[config.mk]
export PLATFORM = sky130hd
export DESIGN_NAME = time_set_ctrl
export DESIGN_NICKNAME = d
export VERILOG_FILES = /design/src/rtl/time_set_ctrl.sv
export SDC_FILE = /design/constraint.sdc
export NUM_CORES = 1
export LEC_CHECK = 0
export CAP_MARGIN = 30
export CORE_AREA = 2 2 106 108
export DETAILED_ROUTE_END_ITERATION = 16
export DIE_AREA = 0 0 108 110
export GPL_ROUTABILITY_DRIVEN = 1
export GPL_TIMING_DRIVEN = 0
export PLACE_DENSITY = 0.53
export SYNTH_ARGS = -nofsm -noshare
export SYNTH_HDL_FRONTEND = slang
export SYNTH_SLANG_ARGS = --single-unit
[constraint.sdc]
create_clock -name clk -period 2.87 [get_ports clk]
set_input_delay 0.287 -clock clk [delete_from_list [all_inputs] [get_ports clk]]
set_output_delay 0.287 -clock clk [all_outputs]
set_load 0.01 [all_outputs]
[src/rtl/time_set_ctrl.sv]
// Time-setting sequencer: mode/add key codes select and adjust hour/min/sec, commit loads the time counter.
// Latency: one cycle, an input sampled at edge k shows on every output after edge k. No backpressure; key codes are consumed every cycle.
// Optional macro FIELD_BLINK_EN: field_blink toggles every BLINK_HALF cycles while editing (otherwise steady 1 in edit).
module time_set_ctrl #(
    parameter int REPEAT_PERIOD = 4,
    parameter int TIMEOUT       = 20,
    parameter int BLINK_HALF    = 8
) (
    input  logic       clk,
    input  logic       reset_n,
    input  logic [2:0] mode_select,
    input  logic [2:0] add_select,
    input  logic [4:0] cur_hour,
    input  logic [5:0] cur_min,
    input  logic [5:0] cur_sec,
    output logic [4:0] set_hour,
    output logic [5:0] set_min,
    output logic [5:0] set_sec,
    output logic       time_load,
    output logic       run_en,
    output logic [1:0] edit_field,
    output logic       field_blink
);

    localparam int RW = $clog2(REPEAT_PERIOD + 1);
    localparam int TW = $clog2(TIMEOUT + 1);
    localparam logic [RW-1:0] REP_LAST = RW'(REPEAT_PERIOD - 1);
    localparam logic [TW-1:0] TMO_LAST = TW'(TIMEOUT - 1);

    if (REPEAT_PERIOD < 1 || TIMEOUT < 2 || BLINK_HALF < 1) begin : g_param_check
        $error("time_set_ctrl: REPEAT_PERIOD>=1, TIMEOUT>=2, BLINK_HALF>=1 required");
    end

    // Encoding doubles as the edit_field value.
    typedef enum logic [1:0] {
        RUN       = 2'd0,
        EDIT_HOUR = 2'd1,
        EDIT_MIN  = 2'd2,
        EDIT_SEC  = 2'd3
    } state_t;

    function automatic logic [2:0] legal_code(input logic [2:0] c);
        return (c == 3'b001 || c == 3'b010 || c == 3'b100) ? c : 3'b000;
    endfunction

    state_t          state_q, state_d;
    logic [2:0]      mode_code, add_code, mode_prev, add_prev;
    logic            mode_ev, add_ev, add_hold;
    logic            mode_sgl_ev, mode_dbl_ev, mode_long_ev;
    logic            add_ok, add_up, add_dn;
    logic [RW-1:0]   rep_q, rep_d;
    logic [TW-1:0]   tmo_q, tmo_d;
    logic [4:0]      set_hour_d;
    logic [5:0]      set_min_d, set_sec_d;
    logic            time_load_d, run_en_d, field_blink_d;
    logic [1:0]      edit_field_d;

    assign mode_code    = legal_code(mode_select);
    assign add_code     = legal_code(add_select);
    assign mode_ev      = (mode_code != mode_prev) && (mode_code != 3'b000);
    assign add_ev       = (add_code != add_prev) && (add_code != 3'b000);
    assign add_hold     = (add_code == 3'b100);
    assign mode_sgl_ev  = mode_ev && (mode_code == 3'b001);
    assign mode_dbl_ev  = mode_ev && (mode_code == 3'b010);
    assign mode_long_ev = mode_ev && (mode_code == 3'b100);

    // State register
    always_ff @(posedge clk or negedge reset_n) begin
        if (!reset_n) state_q <= RUN;
        else          state_q <= state_d;
    end

    // Next state: commit, abort, timeout, then field advance
    always_comb begin
        state_d = state_q;
        case (state_q)
            RUN: if (mode_long_ev) state_d = EDIT_HOUR;
            default: begin
                if (mode_dbl_ev || mode_long_ev || tmo_q == TMO_LAST) begin
                    state_d = RUN;
                end else if (mode_sgl_ev) begin
                    case (state_q)
                        EDIT_HOUR: state_d = EDIT_MIN;
                        EDIT_MIN:  state_d = EDIT_SEC;
                        default:   state_d = EDIT_HOUR;
                    endcase
                end
            end
        endcase
    end

    // Add keys only act when no mode event claimed the cycle.
    assign add_ok = (state_q != RUN) && !mode_ev && (state_d == state_q);
    assign add_up = add_ok && ((add_ev && add_code == 3'b001) || (add_hold && rep_q == '0));
    assign add_dn = add_ok && add_ev && (add_code == 3'b010);

    // Outputs and counters
    always_comb begin
        set_hour_d   = set_hour;
        set_min_d    = set_min;
        set_sec_d    = set_sec;
        time_load_d  = (state_q != RUN) && mode_dbl_ev;
        run_en_d     = (state_d == RUN);
        edit_field_d = state_d;

        if (state_q == RUN && mode_long_ev) begin
            set_hour_d = cur_hour;
            set_min_d  = cur_min;
            set_sec_d  = cur_sec;
        end else if (add_up) begin
            case (state_q)
                EDIT_HOUR: set_hour_d = (set_hour == 5'd23) ? 5'd0 : set_hour + 5'd1;
                EDIT_MIN:  set_min_d  = (set_min  == 6'd59) ? 6'd0 : set_min  + 6'd1;
                EDIT_SEC:  set_sec_d  = (set_sec  == 6'd59) ? 6'd0 : set_sec  + 6'd1;
                default: ;
            endcase
        end else if (add_dn) begin
            case (state_q)
                EDIT_HOUR: set_hour_d = (set_hour == 5'd0) ? 5'd23 : set_hour - 5'd1;
                EDIT_MIN:  set_min_d  = (set_min  == 6'd0) ? 6'd59 : set_min  - 6'd1;
                EDIT_SEC:  set_sec_d  = (set_sec  == 6'd0) ? 6'd59 : set_sec  - 6'd1;
                default: ;
            endcase
        end

        if (state_d == RUN || state_d != state_q || !add_hold) rep_d = '0;
        else if (rep_q == REP_LAST)                           rep_d = '0;
        else                                                  rep_d = rep_q + 1'b1;

        if (state_d == RUN || state_q == RUN || mode_ev || add_ev || add_hold) tmo_d = '0;
        else                                                                    tmo_d = tmo_q + 1'b1;
    end

`ifdef FIELD_BLINK_EN
    localparam int BW = $clog2(BLINK_HALF + 1);
    localparam logic [BW-1:0] BLINK_LAST = BW'(BLINK_HALF - 1);
    logic [BW-1:0] blink_q, blink_d;

    // Any visible edit restarts the blink phase so the new value is shown at once.
    always_comb begin
        blink_d       = '0;
        field_blink_d = field_blink;
        if (state_d == RUN) begin
            field_blink_d = 1'b0;
        end else if (state_d != state_q || add_up || add_dn) begin
            field_blink_d = 1'b1;
        end else if (blink_q == BLINK_LAST) begin
            field_blink_d = ~field_blink;
        end else begin
            blink_d = blink_q + 1'b1;
        end
    end

    always_ff @(posedge clk or negedge reset_n) begin
        if (!reset_n) blink_q <= '0;
        else          blink_q <= blink_d;
    end
`else
    assign field_blink_d = (state_d != RUN);
`endif

    always_ff @(posedge clk or negedge reset_n) begin
        if (!reset_n) begin
            mode_prev   <= 3'b000;
            add_prev    <= 3'b000;
            rep_q       <= '0;
            tmo_q       <= '0;
            set_hour    <= 5'd0;
            set_min     <= 6'd0;
            set_sec     <= 6'd0;
            time_load   <= 1'b0;
            run_en      <= 1'b1;
            edit_field  <= 2'd0;
            field_blink <= 1'b0;
        end else begin
            mode_prev   <= mode_code;
            add_prev    <= add_code;
            rep_q       <= rep_d;
            tmo_q       <= tmo_d;
            set_hour    <= set_hour_d;
            set_min     <= set_min_d;
            set_sec     <= set_sec_d;
            time_load   <= time_load_d;
            run_en      <= run_en_d;
            edit_field  <= edit_field_d;
            field_blink <= field_blink_d;
        end
    end

endmodule

---- After elaboration in Yosys (flattened, before gate mapping) ----
Cells that the tools add are included.
W data, S select, Z words.
operators by class
  add/sub/neg operators ................... 8
  eq/ne operators ......................... 24
  muxes and demuxes ....................... 31
  reductions and logical operators ........ 46
operators by type and width
  operator               count
  $mux W6                14
  $mux W5                8
  $eq A3 B2 Y1 const B   5
  $logic_and A1 B1 Y1    14
  $logic_or A1 B1 Y1     13
  $add A6 B1 Y6 const B  2
  $eq A3 B1 Y1 const B   4
  $eq A3 B3 Y1 const B   4
  $eq A6 B6 Y1 const B   2
  $logic_not A6 Y1       2
  $mux W3                4
  $sub A6 B1 Y6 const B  2
  $add A5 B1 Y5 const B  2
  $eq A5 B5 Y1 const B   2
  $reduce_bool A2 Y1     5
  $reduce_bool A3 Y1     3
  $mux W2                4
  $ne A3 B3 Y1           2
  $reduce_and A2 Y1      3
  $logic_not A5 Y1       1
  $sub A5 B1 Y5 const B  1
  $eq A2 B2 Y1 const B   2
  $logic_not A2 Y1       2
  $pmux W2 S2            1
  other kinds (6)        7
storage, ports and cells
  bits in registers ....................... 36
  input bits .............................. 25
  output and inout port bits .............. 22
  word-level logic and storage cells ...... 120

---- Longest topological paths before layout ----
  depth in word-level cells ............... 18
  gate-level depth with buffers ........... 12
  mapped depth without buffers ............ 9

---- Worst setup path before layout ----
Ideal clock, no wire load.
  path type ............................... register -> register
  from .................................... register, netlist name edit_field[0]
  to ...................................... register set_sec[2]
  setup time .............................. 0.069 ns
  arrival ................................. 2.459 ns
  data required time ...................... 2.801 ns
  setup slack ............................. 0.342 ns
  cell stages (with the launch flop) ...... 13
  path through ............................ dfrtp_1 > inv_1 > ha_1 > clkbuf_1 > a21oi_1 > o21ai_0 > o22a_4 > and4b_1 > buf_6 > buf_6 > nand3_1 > a2111o_1 > nand3_1
RTL lines
  element               RTL line  source
  end signal, assigned  182       set_sec <= set_sec_d;
  end, declared         18        output logic [5:0] set_sec,

==> impl_metrics.env <==
export IMPL_io_buffers=46
export IMPL_ir_drop_uv=286
export IMPL_status="finished clean"
export IMPL_setup_slack_ps=244
export IMPL_clockRootBuffer="clkbuf_8"
export IMPL_totalPowerFinal_mw=2.93
export IMPL_synth_common_cells="dfrtp_1, a21oi_1, nand2_1, inv_1, nand3_1"
export IMPL_crit_required_ps=3100
export IMPL_post_cts_setup_buffers=0
export IMPL_yosysWarnings=0
export IMPL_place_hpwl_um=5310
export IMPL_netlist_area_leader_share=0.323
export IMPL_core_um2=10700
export IMPL_max_freq_ghz=0.381
export IMPL_seqCellArea_um2=905
export IMPL_grtUsageTotal=0.125
export IMPL_power_density_nw_per_um2=848
export IMPL_path_max_fanout=10
export IMPL_async_reset_ff_frac=1.00
export IMPL_cts_buffers=5
export IMPL_reg2reg_from="edit_field[1]"
export IMPL_cts_sinks=36
export IMPL_synth_mux_area_frac=0.0374
export IMPL_grt_pass1_vias=2250
export IMPL_arrival_ps=2860
export IMPL_grt_max_degree=37
export IMPL_cts_tree="yes"
export IMPL_place_congestion=0.832
export IMPL_final_nets=394
export IMPL_die_width_um=108
export IMPL_drtIter0Drc=148
export IMPL_synthAdderAreaFrac=0.0693
export IMPL_rr_worst_depth=10
export IMPL_synthesis_area_um2=2710
export IMPL_post_route_min_period_ps=2630
export IMPL_cts_htree_levels=2
export IMPL_syn_to_final_growth_pct=27.7
export IMPL_ys_types=69
export IMPL_wl_per_cell_um=14.4
export IMPL_min_path_type="primary input to asynchronous set/reset pin"
export IMPL_fin_skew_ps=6.05
export IMPL_p_leak_nw=1.36
export IMPL_postRouteAntennaNets=0
export IMPL_cts_hold_buf=0
export IMPL_r2r_end="set_sec[2]"
export IMPL_cap_violations=0
export IMPL_criticalPathCategory="register to register"
export IMPL_n_antenna_cell=0
export IMPL_rows=38
export IMPL_antenna_found_initial=0
export IMPL_synth_seq_cells=36
export IMPL_synth_top_family_by_area="compound AO/OA/AOI/OAI gates"
export IMPL_setup_tns_ps=0
export IMPL_drtPass1Iterations=4
export IMPL_worstMarginPinSlew_ps=825
export IMPL_drc_errors=0
export IMPL_vias=2424
export IMPL_synth_avg_cell_area_um2=8.97
export IMPL_post_place_ws_ps=71.3
export IMPL_hold_violations=0
export IMPL_cp_start_kind="register"
export IMPL_synth_area_leaders="dfrtp_1, ha_1, a21oi_1, mux2i_1, nand3_1"
export IMPL_multiInputGateArea_um2=1660
export IMPL_ys_seq_area_frac=0.333
export IMPL_grt_pass1_wl_um=11700
export IMPL_synth_main_ff_cell="dfrtp_1"
export IMPL_synth_compound_area_share=0.249
export IMPL_rrSetupSlack_ps=240
export IMPL_syn_num_nets=342
export IMPL_synthCells=302
export IMPL_die_area_um2=11900
export IMPL_routed_wl_um=7140
export IMPL_grt_overflow_total=0
export IMPL_io_pin_count=47
export IMPL_setup_viol=0
export IMPL_synthSimpleGateAreaFrac=0.230
export IMPL_fp_dieH_um=110
export IMPL_synth_xor_area_share=0.0226
export IMPL_clk_pin_slew_ps=80
export IMPL_cts_resized=0
export IMPL_end_kind="register"
export IMPL_insertion_delay_ps=290
export IMPL_slew_violations=0
export IMPL_rsz0062_at_grt="false"
export IMPL_utilization=0.323
export IMPL_initial_core_util=0.253
export IMPL_layout_drive_gt1_share=0.110
export IMPL_viasPerCell=4.90
export IMPL_relSlewSlack=0.450
export IMPL_synth_edff_count=0
export IMPL_yosys_area_top_type="dfrtp_1"
export IMPL_post_route_period_util=0.915
export IMPL_cts_buffer_depth=2
export IMPL_synth_most_common_cell="dfrtp_1"
export IMPL_fillers=1125
==> per-stage QoR <==
step                      instances  hold slack, ps  instance area, um2
after floorplan                 302           -8.59                2710
after global placement          488             445                3340
after detailed placement        488             446                3340
after CTS                       496             125                3450
after global routing            495             152                3460
final                           495            85.5                3460
==> kinds of logic (layout without fill, tap and decap cells) <==
logic type               count (synthesis)  count (layout)
AO/OA/AOI/OAI                           92              92
flip-flops                              36              36
adder cells (fa/ha/maj)                 15              15
multiplexers                            10              10
buffers and inverters                   36              89
AND/OR/NAND/NOR                        106             106
XOR/XNOR                                 7               7
==> area by class of cell <==
class                   count  share of cell area
clock buffers               5              0.0199
inverters                  19              0.0206
well taps                 140              0.0507
plain buffers              16              0.0235
repair buffers             46               0.132
clock inverters             3              0.0123
flip-flops and latches     36               0.262
multi-input cells         230               0.480
==> worst max-delay path, cell delays in order (launching register included) <==
cell and delay (ps):
dfrtp_2 440, inv_1 120, ha_1 250, or2_2 320, a21oi_1 180, o22a_4 200, nand4b_1 200, buf_2 290
nand3_1 110, a2111o_1 370, nand3_1 80
==> placed cells by master (no fill, tap or decap), types with 6 or more instances in the layout <==
| cell type | instances |
|---|---|
| a211oi_1 | 6 |
| o21ai_0 | 12 |
| ha_1 | 14 |
| nor2_1 | 17 |
| nor3_1 | 9 |
| o21ai_1 | 7 |
| nand3_1 | 18 |
| clkbuf_1 | 11 |
| a21oi_1 | 21 |
| dfrtp_1 | 33 |
| inv_1 | 19 |
| nand2_1 | 21 |
| clkdlybuf4s50_1 | 45 |
| mux2i_1 | 9 |
==> sequential cells by signal (all words and copies together) (netlist names) <==
register	flops
set_min	6
set_sec	6
set_hour	5
tmo_q	5
add_prev	3
mode_prev	3
rep_q	3
edit_field	2
field_blink	1
run_en	1
time_load	1
==> layer usage <==
layer / wire length, um / vias up / global-route usage / part of all wire
li1: - / 1221 / - / -
met1: 3420 / 1147 / 0.174 / 0.48
met2: 3330 / 51 / 0.200 / 0.47
met3: 306 / 5 / 0.0229 / 0.043
met4: 80 / 0 / 0.0330 / 0.011
met5: 0 / - / 0 / 0
==> worst max-delay path by stage <==
stage	endpoint	startpoint
6_report	set_sec[2]	edit_field[1]
5_1_grt	set_hour[4]	tmo_q[0]
4_1_cts	tmo_q[0]	edit_field[1]
3_5_place_dp	tmo_q[0]	edit_field[1]
3_3_place_gp	set_min[5]	add_select[2]
2_1_floorplan	set_sec[2]	edit_field[0]
==> report_power, final <==
| group | leakage, nW | internal (mW) | switching, mW | total, mW |
|---|---|---|---|---|
| logic | 0.858 | 0.767 | 0.862 | 1.63 |
| registers | 0.453 | 0.668 | 0.184 | 0.852 |
| clock network | 0.0541 | 0.257 | 0.197 | 0.454 |
No activity file was read; power rests on OpenSTA's default activity.
